**config.mk**
```make
export PLATFORM = sky130hd
export DESIGN_NAME = spi_target_rx
export DESIGN_NICKNAME = d
export VERILOG_FILES = /design/src/rtl/spi_target_rx.sv
export SDC_FILE = /design/constraint.sdc
export NUM_CORES = 1
export LEC_CHECK = 0
export CORE_MARGIN = 5
export CORE_UTILIZATION = 49
export CTS_BUF_LIST = sky130_fd_sc_hd__clkbuf_2 sky130_fd_sc_hd__clkbuf_4 sky130_fd_sc_hd__clkbuf_8
export DETAILED_ROUTE_END_ITERATION = 8
export GPL_TIMING_DRIVEN = 1
export PLACE_DENSITY_LB_ADDON = 0.25
export SYNTH_ARGS = -nofsm -noshare
export SYNTH_HDL_FRONTEND = slang
export SYNTH_SLANG_ARGS = --single-unit
export TNS_END_PERCENT = 30
```
**constraint.sdc**
```tcl
create_clock -name clk -period 2.4 [get_ports clk]
set_input_delay 0.24 -clock clk [delete_from_list [all_inputs] [get_ports clk]]
set_output_delay 0.24 -clock clk [all_outputs]
set_load 0.01 [all_outputs]
```
**src/rtl/spi_target_rx.sv**
```systemverilog
// Receive-only SPI mode-0 target: oversamples the link on clk, assembles MSB-first
// bytes tagged with lcd_dc and queues them in a FIFO read over the word-addressed bus.
module spi_target_rx #(
  parameter int FIFO_DEPTH  = 8,
  parameter int SYNC_STAGES = 2
) (
  input  logic        clk,
  input  logic        reset,
  input  logic        spi_clk,
  input  logic        spi_mosi,
  input  logic        spi_cs_n,
  input  logic        lcd_dc,
  input  logic [31:0] address_in,
  input  logic        sel_in,
  input  logic        read_in,
  input  logic [3:0]  write_mask_in,
  input  logic [31:0] write_value_in,
  output logic [31:0] read_value_out,
  output logic        ready_out,
  output logic        irq_out
);
  localparam int AW = $clog2(FIFO_DEPTH);
  localparam int CW = AW + 1;
  localparam logic [CW-1:0] DEPTH_C = CW'(FIFO_DEPTH);

  typedef enum logic [1:0] {IDLE, SHIFT, PUSH} state_e;

  logic [SYNC_STAGES-1:0] sclk_sync_q, mosi_sync_q, csn_sync_q, dc_sync_q;
  logic                   sclk_prev_q;
  logic                   sclk_s, mosi_s, csn_s, dc_s, sclk_rise;
  state_e                 state_q;
  logic [2:0]             bit_cnt_q;
  logic [7:0]             shift_q;
  logic                   dc_q;
  logic [8:0]             mem_q [FIFO_DEPTH];
  logic [AW-1:0]          wr_ptr_q, wr_ptr_d, rd_ptr_q, rd_ptr_d;
  logic [CW-1:0]          count_q, count_d;
  logic                   en_q, irq_en_q, overflow_q, frame_err_q;
  logic [15:0]            byte_cnt_q;
  logic                   ready_q;
  logic [31:0]            rdata_q, rdata_d;
  logic [1:0]             reg_sel;
  logic                   wr_acc, rd_acc, fifo_empty, fifo_full;
  logic                   pop, flush, push, push_ok, overflow_set, frame_err_set;
  logic                   unused_bits;

  assign unused_bits = ^{address_in[31:4], address_in[1:0], write_mask_in[3:1],
                         write_value_in[31:4]};

  // cs_n synchronizer resets high so a deasserted select is seen as idle
  always_ff @(posedge clk or posedge reset) begin
    if (reset) begin
      sclk_sync_q <= '0;
      mosi_sync_q <= '0;
      csn_sync_q  <= '1;
      dc_sync_q   <= '0;
      sclk_prev_q <= 1'b0;
    end else begin
      sclk_sync_q <= {sclk_sync_q[SYNC_STAGES-2:0], spi_clk};
      mosi_sync_q <= {mosi_sync_q[SYNC_STAGES-2:0], spi_mosi};
      csn_sync_q  <= {csn_sync_q[SYNC_STAGES-2:0], spi_cs_n};
      dc_sync_q   <= {dc_sync_q[SYNC_STAGES-2:0], lcd_dc};
      sclk_prev_q <= sclk_s;
    end
  end

  assign sclk_s    = sclk_sync_q[SYNC_STAGES-1];
  assign mosi_s    = mosi_sync_q[SYNC_STAGES-1];
  assign csn_s     = csn_sync_q[SYNC_STAGES-1];
  assign dc_s      = dc_sync_q[SYNC_STAGES-1];
  assign sclk_rise = sclk_s & ~sclk_prev_q;

  assign reg_sel       = address_in[3:2];
  assign wr_acc        = sel_in & ~read_in & write_mask_in[0];
  assign rd_acc        = sel_in & read_in;
  assign fifo_empty    = (count_q == '0);
  assign fifo_full     = (count_q == DEPTH_C);
  assign pop           = rd_acc && (reg_sel == 2'd0) && !fifo_empty;
  assign flush         = wr_acc && (reg_sel == 2'd1) && write_value_in[2];
  assign push          = (state_q == PUSH) && en_q;
  assign push_ok       = push && (!fifo_full || pop);
  assign overflow_set  = push && fifo_full && !pop && !flush;
  assign frame_err_set = en_q && (state_q == SHIFT) && csn_s && (bit_cnt_q != 3'd0);

  always_ff @(posedge clk or posedge reset) begin
    if (reset) begin
      state_q   <= IDLE;
      bit_cnt_q <= '0;
      shift_q   <= '0;
      dc_q      <= 1'b0;
    end else if (!en_q) begin
      state_q   <= IDLE;
      bit_cnt_q <= '0;
      shift_q   <= '0;
    end else begin
      case (state_q)
        IDLE: begin
          bit_cnt_q <= '0;
          if (!csn_s) state_q <= SHIFT;
        end
        SHIFT: begin
          if (csn_s) begin
            state_q   <= IDLE;
            bit_cnt_q <= '0;
            shift_q   <= '0;
          end else if (sclk_rise) begin
            shift_q   <= {shift_q[6:0], mosi_s};
            bit_cnt_q <= bit_cnt_q + 3'd1;
            if (bit_cnt_q == 3'd7) begin
              dc_q    <= dc_s;
              state_q <= PUSH;
            end
          end
        end
        PUSH:    state_q <= csn_s ? IDLE : SHIFT;
        default: state_q <= IDLE;
      endcase
    end
  end

  // a pop frees a slot in the same cycle, so a push into a full FIFO is kept
  always_comb begin
    wr_ptr_d = wr_ptr_q;
    rd_ptr_d = rd_ptr_q;
    count_d  = count_q;
    if (flush) begin
      wr_ptr_d = '0;
      rd_ptr_d = '0;
      count_d  = '0;
    end else begin
      if (push_ok) wr_ptr_d = wr_ptr_q + AW'(1);
      if (pop) rd_ptr_d = rd_ptr_q + AW'(1);
      if (push_ok && !pop) count_d = count_q + CW'(1);
      else if (pop && !push_ok) count_d = count_q - CW'(1);
    end
  end

  always_ff @(posedge clk) begin
    if (push_ok && !flush) mem_q[wr_ptr_q] <= {dc_q, shift_q};
  end

  always_comb begin
    rdata_d = '0;
    if (rd_acc) begin
      case (reg_sel)
        2'd0:    if (!fifo_empty) rdata_d = {1'b1, 22'b0, mem_q[rd_ptr_q]};
        2'd1:    rdata_d = {30'b0, irq_en_q, en_q};
        2'd2:    rdata_d = {17'b0, 7'(count_q), 3'b0, (state_q != IDLE), frame_err_q,
                            overflow_q, fifo_full, !fifo_empty};
        default: rdata_d = {16'b0, byte_cnt_q};
      endcase
    end
  end

  always_ff @(posedge clk or posedge reset) begin
    if (reset) begin
      wr_ptr_q    <= '0;
      rd_ptr_q    <= '0;
      count_q     <= '0;
      en_q        <= 1'b0;
      irq_en_q    <= 1'b0;
      overflow_q  <= 1'b0;
      frame_err_q <= 1'b0;
      byte_cnt_q  <= '0;
      ready_q     <= 1'b0;
      rdata_q     <= '0;
    end else begin
      wr_ptr_q <= wr_ptr_d;
      rd_ptr_q <= rd_ptr_d;
      count_q  <= count_d;
      ready_q  <= sel_in;
      rdata_q  <= rdata_d;
      if (wr_acc && reg_sel == 2'd1) begin
        en_q     <= write_value_in[0];
        irq_en_q <= write_value_in[1];
      end
      if (wr_acc && reg_sel == 2'd2 && write_value_in[2]) overflow_q <= 1'b0;
      if (wr_acc && reg_sel == 2'd2 && write_value_in[3]) frame_err_q <= 1'b0;
      if (overflow_set) overflow_q <= 1'b1;
      if (frame_err_set) frame_err_q <= 1'b1;
      if (wr_acc && reg_sel == 2'd3) byte_cnt_q <= '0;
      else if (push) byte_cnt_q <= byte_cnt_q + 16'd1;
    end
  end

  assign read_value_out = rdata_q;
  assign ready_out      = ready_q;
  assign irq_out        = !fifo_empty && irq_en_q;
endmodule

```
# Word level (Yosys, flattened, before mapping)

Memory sizes are Yosys's and may differ from the RTL's.
Cells that the tools add are included.

Register bits after elaboration: 86
Latch bits: 0
RAM bits: 72
ROM bits: 0
Bits of input ports: 76
Output and inout bits: 34
Word-level logic and storage cells: 120
Memories kept: 1

Memory list:

| memory | depth | width | rd ports | clocked after memory_dff | wr ports | RTL line | RTL |
|---|---|---|---|---|---|---|---|
| mem_q  | 8     | 9     | 1        | 0                        | 1        | 35       | `logic [8:0] mem_q [FIFO_DEPTH];` |

Add/subtract/negate cells: 6
Multiply operators: 0
Divide/modulo/power cells: 0
Magnitude comparators: 0
Equal/unequal tests: 13
Shifts and indexed selects: 0
Multiplexer cells: 33
Bitwise gates (word level): 7
Reductions and logical operators: 41

Operator list:

| kind                    | count |
|---|---|
| $pmux W32 S3            | 1 |
| $mux W32                | 2 |
| $mux W16                | 2 |
| $mux W8                 | 4 |
| $mux W3                 | 7 |
| $logic_and A1 B1 Y1     | 20 |
| $add A16 B1 Y16 const B | 1 |
| $mux W4                 | 3 |
| $reduce_bool A2 Y1      | 6 |
| $mux W2                 | 5 |
| $add A3 B1 Y3 const B   | 3 |
| $mux W1                 | 7 |
| $eq A2 B2 Y1 const B    | 3 |
| $ne A3 B3 Y1 const B    | 2 |
| $pmux W2 S3             | 1 |
| $pmux W3 S2             | 1 |
| $reduce_bool A3 Y1      | 2 |
| $logic_not A1 Y1        | 5 |
| $reduce_and A5 Y1       | 1 |
| $add A4 B1 Y4 const B   | 1 |
| $and A1 B1 Y1           | 4 |
| $eq A2 B1 Y1 const B    | 2 |
| $eq A4 B4 Y1 const B    | 1 |
| $logic_not A2 Y1        | 2 |
| other kinds (11)        | 14 |

# Depth between registers and ports, before layout

Word-level depth: 10
Mapped depth: 10
Gate-level depth less buffers: 9

# Worst setup path before layout

OpenSTA, ideal clock, no wires.

Path type: in2reg
Start: input address_in[2]
End: memory mem_q[2][0] (enable)
Setup time: 387 ps
Arrival: 1999 ps
Data required time: 2013 ps
Slack: 14 ps
Stages on the path: 5
Path buffers: 1
Path through: clkbuf_1 -> nand4bb_1 -> a21oi_1 -> nand3_1 -> nor3_1

Word-level cells in the longest chain between the ends: 8
Elaborated cells between the ends (all ways): 12
Classes of those cells: 1 x eq/ne; 2 x mux; 9 x reduce/logical

RTL lines:

| item                              | RTL line | RTL |
|---|---|---|
| start: declaration                | 13       | `input logic [31:0] address_in,` |
| $logic_not A2 Y1                  | 78       | `assign pop = rd_acc && (reg_sel == 2'd0) && !fifo_empty;` |
| $logic_and A1 B1 Y1 (2 in a row)  | 78       |  |
| $logic_or A1 B1 Y1                | 81       | `assign push_ok = push && (!fifo_full \|\| pop);` |
| $logic_and A1 B1 Y1               | 81       |  |
| $logic_and A1 B1 Y1 (*)           | 139      | `if (push_ok && !flush) mem_q[wr_ptr_q] <= {dc_q, shift_q};` |
| $mux W1 (*)                       | 139      |  |
| $mux W1 (implied by the code) (*) | 139      |  |
| end: declaration                  | 35       |  |

Every way passes the cells marked *; elsewhere a longest branch is shown, timed or not.

# Worst setup path in the final report

Start: register count_q[2]
End: register count_q[3]

Word-level cells in the longest chain between the ends: 8
Elaborated cells between the ends (all ways): 17
Classes of those cells: 2 x add/sub; 1 x eq/ne; 3 x mux; 11 x reduce/logical

RTL lines:

| item                                                  | RTL line | RTL |
|---|---|---|
| start: declaration                                    | 37       | `logic [CW-1:0] count_q, count_d;` |
| start signal: assignment                              | 170      | `count_q <= count_d;` |
| branches (longest 8 deep; another with $sub A4 B1 Y4) | -        |  |

Several ways; the timed one is not identified. The select of a mux whose other input is x is not followed.
A chain may end at the register's enable or synchronous reset.

==> results.json <==
{
  "final_cell_mix": "edfxtp_1, dfrtp_1, nand2_1, buf_4, clkdlybuf4s50_1",
  "cellLeakagePower_nw": 2.92,
  "crit_chain": "or4_1, nand2_1, nand2_1, ha_1, a21oi_1, a22oi_1, a22oi_2, mux2i_1",
  "place_area_sq_um": 6910,
  "crit_fanout": 3,
  "cts_tree": "done",
  "postSynthAreaPerCell_sq_um": 13.6,
  "dieHeight_um": 122,
  "finalWirelength_um": 12200,
  "peakVddDrop_mv": 0.655,
  "fin_util": 0.587,
  "async_reset_ff_frac": 0.497,
  "crit_buf_inv": 0,
  "num_antenna_cells": 0,
  "max_stage_delay_ns": 0.55,
  "netlist_area_sq_um": 6200,
  "worstHoldPathType": "in2async",
  "design_area_sq_um": 7350,
  "ioPinCount": 110,
  "syn2layout_area_growth_pct": 18.5,
  "pwr_density_cell_nw_per_um2": 841,
  "layout_commonest_cell": "edfxtp_1",
  "overflow": 0,
  "hold_viol": 0,
  "grt_usage": 0.181,
  "cts_setup_buffers": 0,
  "worstMarginPinSlew_ns": 0.689,
  "slowest_stage": "or4_1",
  "numCtsBuffers": 17,
  "first_pass_iters": 5,
  "setup_viol": 0,
  "grt_pass1_vias": 3796,
  "ys.flop_type": "edfxtp_1",
  "drt_iter0_markers": 398,
  "crit_type": "reg2reg",
  "r2r_slack_ns": 0.17,
  "grt_first_pass_wirelength_um": 20000,
  "dp_cells": 682,
  "skew_ns": 0.0109,
  "fp-row-count": 41,
  "cp.required_ns": 2.76,
  "fill_cells": 1026,
  "period_needed_ns": 2.23,
  "core_area_sq_um": 12500,
  "final_cells": 714,
  "relSlewSlack": 0.541,
  "cts_max_path_buffers": 2,
  "drive_gt1_frac": 0.199,
  "grt_max_degree": 72,
  "maxCapViolCount": 0,
  "routed-via-count": 3820,
  "start_util": 0.495,
  "synth-seq-area-share": 0.636,
  "status": "complete, no violations",
  "path_common_cell": "nand2_1",
  "critPathArrivalTime_ns": 2.59,
  "portBuffers": 33,
  "end_kind": "register",
  "synth_edf_count": 72,
  "wl_per_cell_um": 17.1,
  "viasPerCell": 5.35,
  "fin_crit_sh": 0.930,
  "cp-start-kind": "register",
  "dp_hpwl_um": 8480,
  "synthDistinctLibCells": 52,
  "power_mw": 6.18,
  "rsz0062_at_grt": "no",
  "die-width_um": 122,
  "cp_top_family": "simple AND/OR/NAND/NOR gates",
  "drc": 0,
  "cts-root-buf": "clkbuf_8",
  "gp_congestion": 0.878,
  "nets": 614,
  "antenna_found_initial": 0,
  "slew_violations": 0,
  "htreeDepth": 4,
  "timing.fmax_mhz": 448,
  "synthCells": 456,
  "synth_seq_cells": 143,
  "ant_nets": 0,
  "clock_latency_ns": 0.43,
  "hold_buffers": 0,
  "cts_sinks": 143,
  "path_clk_slew_ns": 0.08,
  "tns_ns": 0,
  "die_area_sq_um": 15000,
  "ys.warnings.count": 0
}
[metal layers]
metal	wire length [um]	track usage	up-vias
li1	-	-	1770
met1	5260	0.236	1929
met2	6170	0.297	108
met3	641	0.0498	13
met4	150	0.0553	0
met5	0	0	-
[area by class of cell]
type,instances,area (sq um),share of cell area
tap,172,215,0.0293
clock inverter,11,164,0.0223
multi-input combinational,277,2070,0.282
clock buffer,21,264,0.0359
timing repair buffer,70,619,0.0843
inverter,20,75.1,0.0102
sequential,143,3940,0.536
[path summary, 6_finish.rpt]
check	end	cells past startpoint	startpoint
setup / recovery	count_q[3]	8	count_q[2]
hold / removal	bit_cnt_q[1]	3	reset
setup reg to reg	count_q[3]	8	count_q[2]
hold reg to reg	sclk_sync_q[1]	0	sclk_sync_q[0]
max in group asynchronous	csn_sync_q[0]	3	reset
min in group clk	csn_sync_q[0]	1	spi_cs_n
[per-stage QoR]
step           hold WS [ns]  worst slack, ns
2_1_floorplan         0.244           0.0144
3_3_place_gp          0.332          -0.0667
3_5_place_dp          0.336          -0.0457
4_1_cts               0.184            0.112
5_1_grt               0.179           0.0236
6_report              0.189            0.169
[worst min-delay path, cell delays in order]
cell and delay [ns]:
clkdlybuf4s50_1 0.41, inv_2 0.07, buf_12 0.31
[flip-flops by register name (all words and copies together) (netlist names), 2 cells and up]
signal,count
wr_ptr_q,3
byte_cnt_q,16
dc_sync_q,2
shift_q,8
bit_cnt_q,3
mosi_sync_q,2
rd_ptr_q,3
csn_sync_q,2
read_value_out,17
mem_q,72
state_q,2
sclk_sync_q,2
count_q,4
[power breakdown]
| group | switching, mW | internal, mW | total [mW] | leakage [nW] |
|---|---|---|---|---|
| registers | 0.197 | 2.72 | 2.91 | 1.61 |
| logic | 0.592 | 0.636 | 1.23 | 1.10 |
| clock network | 0.862 | 1.17 | 2.04 | 0.219 |
| total | 1.65 | 4.53 | 6.18 | 2.92 |
[cells in the mapped netlist, drive strengths merged, types with 2 or more instances]
cell type	instances	area share
o21ai	18	0.015
nand3	9	0.0073
o31ai	4	0.0048
nand2b	7	0.0071
and3b	2	0.0028
mux4	18	0.065
and2	7	0.0071
a22oi	2	0.0024
ha	8	0.016
nor2	30	0.018
nor3	11	0.0089
buf	22	0.024
inv	20	0.012
edfxtp	72	0.35
dfstp	2	0.0085
nand4	3	0.0054
mux2i	21	0.034
mux2	9	0.016
nand2	40	0.024
dfrtp	69	0.28
clkbuf	8	0.0048
a21oi	15	0.012
and3	2	0.0020
xnor2	11	0.016
a2111oi	2	0.0028
or3	6	0.0075
xor2	5	0.0071
a31oi	5	0.0050
or4	3	0.0036
nor4	4	0.0040
nand3b	3	0.0036
nor2b	4	0.0040
[cell families (layout without fill, tap and decap cells)]
| group | count (synthesis) | after routing | share of synthesized area |
|---|---|---|---|
| DFF | 143 | 143 | 0.636 |
| and+or+nand+nor | 137 | 137 | 0.116 |
| AOI/OAI and AO/OA | 52 | 52 | 0.0492 |
| buffers and inverters | 50 | 122 | 0.0412 |
| muxes | 48 | 48 | 0.116 |
| xor gates and xnor gates | 16 | 16 | 0.0226 |
| adders and majority gates | 9 | 9 | 0.0194 |
| other | 1 | 15 | 0.000605 |
[timing repair]
action                                  4_1_cts  5_1_grt
endpoints found under the setup margin        1        2
pin swaps                                     0        1
gates resized for setup                       1        2
No activity file was read; power rests on OpenSTA's default activity.
